### config.mk
export PLATFORM = sky130hd
export DESIGN_NAME = pair_serializer
export DESIGN_NICKNAME = d
export VERILOG_FILES = /design/src/rtl/pair_serializer_pkg.sv /design/src/rtl/pair_serializer.sv
export SDC_FILE = /design/constraint.sdc
export NUM_CORES = 1
export LEC_CHECK = 0
export ABC_CLOCK_PERIOD_IN_PS = 1300
export CAP_MARGIN = 10
export CORE_MARGIN = 2
export CORE_UTILIZATION = 38
export DETAILED_ROUTE_END_ITERATION = 7
export GPL_ROUTABILITY_DRIVEN = 0
export PLACE_DENSITY = 0.8
export SKIP_CTS_REPAIR_TIMING = 1
export SYNTH_ARGS = -nofsm -noshare
export SYNTH_HDL_FRONTEND = slang
export SYNTH_SLANG_ARGS = --single-unit
### constraint.sdc
create_clock -name clk -period 1.3 [get_ports clk]
set_clock_uncertainty 0.1 [all_clocks]
set_input_delay 0.13 -clock clk [delete_from_list [all_inputs] [get_ports clk]]
set_output_delay 0.13 -clock clk [all_outputs]
set_load 0.005 [all_outputs]
### src/rtl/pair_serializer_pkg.sv
// rtl/pair_serializer_pkg.sv - shared state encoding and beat-count helper for pair_serializer
package pair_serializer_pkg;

    typedef enum logic {
        S_IDLE  = 1'b0,
        S_SHIFT = 1'b1
    } state_t;

    function automatic int beats_per_word(input int width);
        return width / 2;
    endfunction

endpackage

### src/rtl/pair_serializer.sv
// rtl/pair_serializer.sv - serializes a parallel word into LSB-first bit pairs, one pair per clock
module pair_serializer
    import pair_serializer_pkg::*;
#(
    parameter int WIDTH = 8
) (
    input  logic             clk,
    input  logic             rst,
    input  logic             flush,
    input  logic             in_valid,
    output logic             in_ready,
    input  logic [WIDTH-1:0] in_data,
    output logic             out_1,
    output logic             out_2,
    output logic             out_valid,
    output logic             out_last
);

    localparam int NB = beats_per_word(WIDTH);
    localparam int CW = (NB > 1) ? $clog2(NB) : 1;

    state_t           state;
    logic [CW-1:0]    beat;
    logic [CW-1:0]    next_beat;
    logic [WIDTH-1:0] shreg;
    logic             last_beat;
    logic             accept;

    assign last_beat = (beat == CW'(NB - 1));
    assign next_beat = beat + CW'(1);
    assign accept    = in_valid && in_ready;

    always_comb begin
        in_ready = !flush && ((state == S_IDLE) || ((state == S_SHIFT) && last_beat));
    end

    // shreg holds only the pairs not yet driven; the current pair lives in out_1/out_2
    always_ff @(posedge clk or negedge rst) begin
        if (!rst) begin
            state     <= S_IDLE;
            beat      <= '0;
            shreg     <= '0;
            out_1     <= 1'b0;
            out_2     <= 1'b0;
            out_valid <= 1'b0;
            out_last  <= 1'b0;
        end else if (flush) begin
            state     <= S_IDLE;
            beat      <= '0;
            shreg     <= '0;
            out_1     <= 1'b0;
            out_2     <= 1'b0;
            out_valid <= 1'b0;
            out_last  <= 1'b0;
        end else if (accept) begin
            state     <= S_SHIFT;
            beat      <= '0;
            shreg     <= in_data >> 2;
            out_1     <= in_data[1];
            out_2     <= in_data[0];
            out_valid <= 1'b1;
            out_last  <= (NB == 1);
        end else if ((state == S_SHIFT) && !last_beat) begin
            beat      <= next_beat;
            shreg     <= shreg >> 2;
            out_1     <= shreg[1];
            out_2     <= shreg[0];
            out_valid <= 1'b1;
            out_last  <= (next_beat == CW'(NB - 1));
        end else begin
            state     <= S_IDLE;
            beat      <= '0;
            shreg     <= '0;
            out_1     <= 1'b0;
            out_2     <= 1'b0;
            out_valid <= 1'b0;
            out_last  <= 1'b0;
        end
    end

endmodule

==> run_results.csv, run 1 <==
group,metric,value,unit
sta,holdWs,49.9,ps
detailed_routing,viasPerCell,4.90,
finish,drive_above_1_share,27.4,%
grt,grt_pass1_wl,1.86,mm
setup_path,critPathLaunchType,"flop",
run,maxCapViolCount,0,
die,core_area,0.00130,mm²
yosys,synth_mux_area_share,0,%
grt,grt_max_degree,14,
detailed_routing,drc,0,
setup_path,crit_required,1070,ps
placement,portBuffers,16,
yosys,syn_nets,63,
sta,rsz0062_at_grt,"true",
yosys,synth_simple_gate_area_share,22.4,%
yosys,yosys.area_share.xor_xnor,0,%
detailed_routing,drt-wirelength-per-cell,12.2,µm
placement,placed_cells,81,
sta,fin_ws,-72.4,ps
clock_tree,cts_buffers,3,
pwr,power-per-cell-area,986,mW/mm²
die,ios,17,
finish,antenna_cells,0,
sta,slew_headroom,79.7,%
finish,most-common-layout-cells,"dfrtp_1, clkdlybuf4s50_1, buf_4",
setup_path,arrival,1140,ps
yosys,synth_compound_area_share,5.61,%
finish,layout_commonest_cell,"dfrtp_1",
yosys,synth_seq_area_share,60.7,%
sta,worst_pin_slew,304,ps
setup_path,end_kind,"output pin",
clock_tree,insertion_delay,270,ps
placement,place_hpwl,777,µm
detailed_routing,vias,431,
clock_tree,cts_sinks,13,
clock_tree,clk_path_buf_depth,2,
detailed_routing,firstDrtPassIters,4,
sta,setup_viol,1,
setup_path,crit_path_top_delay_cell,"dfrtp_1",
clock_tree,htreeDepth,1,
grt,grtUsageTotal,14.7,%
min_path,hold_path_class,"primary input to async pin",
run_status,status,"finished, violations left",
sta,hold_violations,0,
finish,stdcell_count,88,
pwr,leakage,0.424,nW
yosys,syn_area,536,µm²
sta,fmax,729,MHz
finish,fin_area,805,µm²
die,fp.dieH,41.5,µm
yosys,synthAdderAreaFrac,4.67,%
detailed_routing,drt_iter0_markers,5,
finish,fin_nets,88,
yosys,synth_top_family_by_area,"simple AND/OR/NAND/NOR gates",
clock_tree,cts_tree,"yes",
placement,dp_slack,-165,ps
grt,globalRouteOverflowTotal,0,
die,die-area,0.00173,mm²
clock_tree,clk_pin_slew,80,ps
setup_path,critical_path.cell_chain,"ha_2 > nor2b_4 > nor2_4 > clkbuf_2",
yosys,synth.distinct_cells,16,
detailed_routing,detail-route-antenna-nets,0,
detailed_routing,drt-met1-wl,441,µm
yosys,synth_warnings,0,
yosys,avgSynthCellArea,10.9,µm²
detailed_routing,highest_layer,"met4",
detailed_routing,met3_length,84,µm
yosys,netlist_instances,49,
finish,area_growth,50.2,%
placement,placed_area,721,µm²
detailed_routing,wl,1.07,mm
setup_path,crit_fanout,2,
grt,grt_antenna_before_repair,0,
clock_tree,cts-root-buf,"clkbuf_4",
die,rows,13,
pwr,vdd_drop_max,0.533,mV
yosys,ys_ff_latch,13,
sta,period_share,106,%
sta,final_max_slew_viol_count,0,
sta,fin_crit,1370,ps
run_status,failed_checks,"setup timing",
grt,grt_pass1_vias,444,
sta,fin_tns_setup,-72.4,ps
setup_path,worstSetupPathType,"flop to output pin",
setup_path,slowest_delay,400,ps
detailed_routing,wl_met2,519,µm
die,start_util,41.2,%
die,die_x,41.5,µm
-- layout make-up --
class	instances	area, µm²
fill	116	497
sequential	13	325
timing repair buffer	24	225
multi-input combinational	31	205
clock buffer	4	26.3
tap	15	18.8
inverter	1	3.75
-- flip-flops by register name (all words and copies together) (netlist names) --
register,flops
beat,2
shreg,6
out_1,1
out_2,1
out_last,1
out_valid,1
state,1
-- cells by family after synthesis --
group                    after synthesis
AO/OA/AOI/OAI                          6
AND/OR/NAND/NOR                       23
buffers and inverters                  5
flip-flops                            13
adder cells (fa/ha/maj)                2
-- critical path: cells and delay by family (launching register included) --
kind,cells,cell delay [ps]
fa+ha+maj,1,200
buf+inv,1,100
flops,1,400
simple gates,2,180
-- path summary, 6_finish.rpt --
check,cells after the start,slack [ps],from,endpoint
setup reg to reg,4,10,beat[1],shreg[2]
setup / recovery,4,-70,beat[1],in_ready
hold / removal,2,50,rst,out_1
max in group asynchronous,2,890,rst,shreg[1]
hold reg to reg,2,400,shreg[1],out_1
min in group clk,3,330,in_data[5],shreg[3]
-- through the flow --
step | utilization (%) | power, mW
3_3_place_gp | 55.4 | 0.547
6_report | 61.8 | 0.794
5_1_grt | 61.8 | 0.830
2_1_floorplan | - | 0.482
4_1_cts | 57.4 | 0.790
3_5_place_dp | 55.4 | 0.551
-- metal layers --
layer	global-route usage (%)	vias up
li1	-	210
met1	17.0	197
met2	24.4	20
met3	3.04	4
met4	9.68	0
met5	0	-
-- power breakdown --
group | total (mW) | internal (mW) | leakage, nW | switching, mW
combinational | 0.124 | 0.0703 | 0.234 | 0.0537
clock | 0.243 | 0.119 | 0.0150 | 0.125
sequential | 0.426 | 0.420 | 0.175 | 0.00575
-- Yosys cell counts, drive strengths merged --
| cell type | instances | area share [%] |
|---|---|---|
| ha | 2 | 4.7 |
| dfrtp | 13 | 61 |
| and3 | 2 | 2.3 |
| nand2 | 6 | 4.2 |
| nand3 | 6 | 5.6 |
| a21oi | 6 | 5.6 |
| buf | 4 | 5.8 |
| nor2 | 4 | 4.2 |
| nor3 | 2 | 1.9 |
| nor3b | 1 | 1.4 |
| inv | 1 | 0.70 |
| nand2b | 1 | 1.2 |
| nor2b | 1 | 1.6 |
(Power assumes the default switching activity.)
==> run 2: changes to the inputs <==
- ABC_CLOCK_PERIOD_IN_PS: 1300 -> 1250
- clock period: 1.3 -> 1.25 ns (I/O delays scaled with it)
==> run 2 against run 1 <==
The flow still finishes with violations (setup timing); register-to-register slack worse by 100 ps; critical endpoint unchanged; die area stayed put; critical path type unchanged; clock power is 3% higher.
==> run_results.csv, run 2 (synthesis gave the netlist of run 1 again) <==
group,metric,value,unit
pwr,clkPwrFrac,30.0,%
run,maxCapViolCount,0,
min_path,hold_path_class,"primary input to async pin",
detailed_routing,drt-wirelength-per-cell,13.0,µm
finish,most-common-layout-cells,"dfrtp_1, clkdlybuf4s50_1, buf_4",
run_status,failed_checks,"setup timing",
sta,fmax,713,MHz
setup_path,crit_fanout,2,
clock_tree,cts-root-buf,"clkbuf_4",
placement,placed_area,721,µm²
die,core_area,0.00130,mm²
detailed_routing,drc,0,
setup_path,critPathLaunchType,"flop",
detailed_routing,firstDrtPassIters,4,
detailed_routing,drt-met1-wl,463,µm
detailed_routing,detail-route-antenna-nets,0,
grt,grt_pass1_wl,1.70,mm
setup_path,end_kind,"output pin",
sta,slew_headroom,79.9,%
detailed_routing,wl_met2,610,µm
placement,dp_slack,-219,ps
die,die_x,41.5,µm
clock_tree,clk_pin_slew,80,ps
sta,worst_pin_slew,301,ps
die,start_util,41.2,%
pwr,leakage,0.434,nW
pwr,power.total,834,µW
detailed_routing,wl,1.16,mm
grt,grt_max_degree,14,
setup_path,ff2ff_path_depth,6,
die,fp.dieH,41.5,µm
setup_path,r2r_end,"shreg[0]",
clock_tree,htreeDepth,1,
detailed_routing,met3_length,85,µm
sta,fin_ws,-153,ps
sta,rsz0062_at_grt,"true",
die,die-area,0.00173,mm²
finish,layout_commonest_cell,"dfrtp_1",
finish,drive_above_1_share,32.4,%
grt,globalRouteOverflowTotal,0,
die,ios,17,
finish,multi_input_area,221,µm²
pwr,power_switching,194,µW
grt,grt_antenna_before_repair,0,
setup_path,ff2ff_setup_slack,-90,ps
sta,period_share,112,%
finish,top_regs,"shreg x6, beat x2",
clock_tree,cts_sinks,13,
finish,final_core_util,63.9,%
die,rows,13,
sta,setup_viol,13,
sta,holdWs,55.6,ps
finish,fin_nets,89,
setup_path,crit_required,1020,ps
finish,seqCellArea,325,µm²
placement,place_hpwl,743,µm
finish,largest_register_ffs,6,
pwr,vdd_drop_max,0.532,mV
detailed_routing,vias,428,
detailed_routing,viasPerCell,4.81,
clock_tree,clk_path_buf_depth,2,
setup_path,arrival,1180,ps
grt,grt_pass1_vias,404,
finish,regMostFlops,"shreg",
sta,hold_violations,0,
pwr,power_switching_share,23.2,%
pwr,seq_power_share,53.3,%
finish,antenna_cells,0,
detailed_routing,highest_layer,"met3",
pwr,power-per-cell-area,1000,mW/mm²
pwr,intPower,640,µW
sta,final_max_slew_viol_count,0,
grt,grtUsageTotal,13.5,%
detailed_routing,drt_iter0_markers,26,
sta,fin_crit,1400,ps
finish,fin_area,832,µm²
pwr,p_comb_share,16.7,%
finish,area_growth,55.4,%
run_status,status,"finished, violations left",
setup_path,timing.rr.start,"beat[1]",
finish,fill_cells,108,
setup_path,worstSetupPathType,"flop to output pin",
clock_tree,insertion_delay,270,ps
clock_tree,cts_tree,"yes",
placement,portBuffers,16,
clock_tree,cts_buffers,3,
run 2: final cells by class:
type | instances | share of cell area (%)
multi-input cells | 31 | 26.6
inverters | 1 | 0.451
repair buffers | 25 | 28.4
flip-flops and latches | 13 | 39.1
well taps | 15 | 2.26
clock buffers | 4 | 3.16
run 2: worst max-delay path, stage by stage (launching register included):
cell and delay (ps):
dfrtp_1 410, ha_2 220, nor2b_4 140, nor2_4 40, clkbuf_2 100
run 2: routing by layer:
layer | track usage, % | vias to the layer above
li1 | - | 212
met1 | 17.0 | 194
met2 | 21.3 | 22
met3 | 3.04 | 0
met4 | 7.74 | 0
met5 | 0 | -
run 2: power groups by stage:
| stage | sequential, mW | combinational, mW | clock [mW] |
|---|---|---|---|
| 2_1_floorplan | 0.451 | 0.0497 | 0 |
| 3_3_place_gp | 0.451 | 0.118 | 0 |
| 3_5_place_dp | 0.451 | 0.122 | 0 |
| 4_1_cts | 0.443 | 0.122 | 0.264 |
| 5_1_grt | 0.446 | 0.152 | 0.282 |
| 6_report | 0.444 | 0.140 | 0.250 |
run 2: how the worst max path moves through the flow:
| stage | from | end | slack, ps | cells past startpoint |
|---|---|---|---|---|
| after floorplan | beat[0] | shreg[4] | 20 | 5 |
| after global placement | beat[0] | in_ready | -190 | 4 |
| after detailed placement | beat[1] | in_ready | -220 | 4 |
| after CTS | beat[0] | in_ready | -530 | 4 |
| after global routing | beat[1] | in_ready | -190 | 4 |
| final | beat[1] | in_ready | -150 | 4 |
run 2: stage by stage:
stage,instances,setup TNS (ps)
floorplan,49,0
global placement,81,-598
detailed placement,81,-967
CTS,85,-1800
global route,89,-1450
finish,89,-910
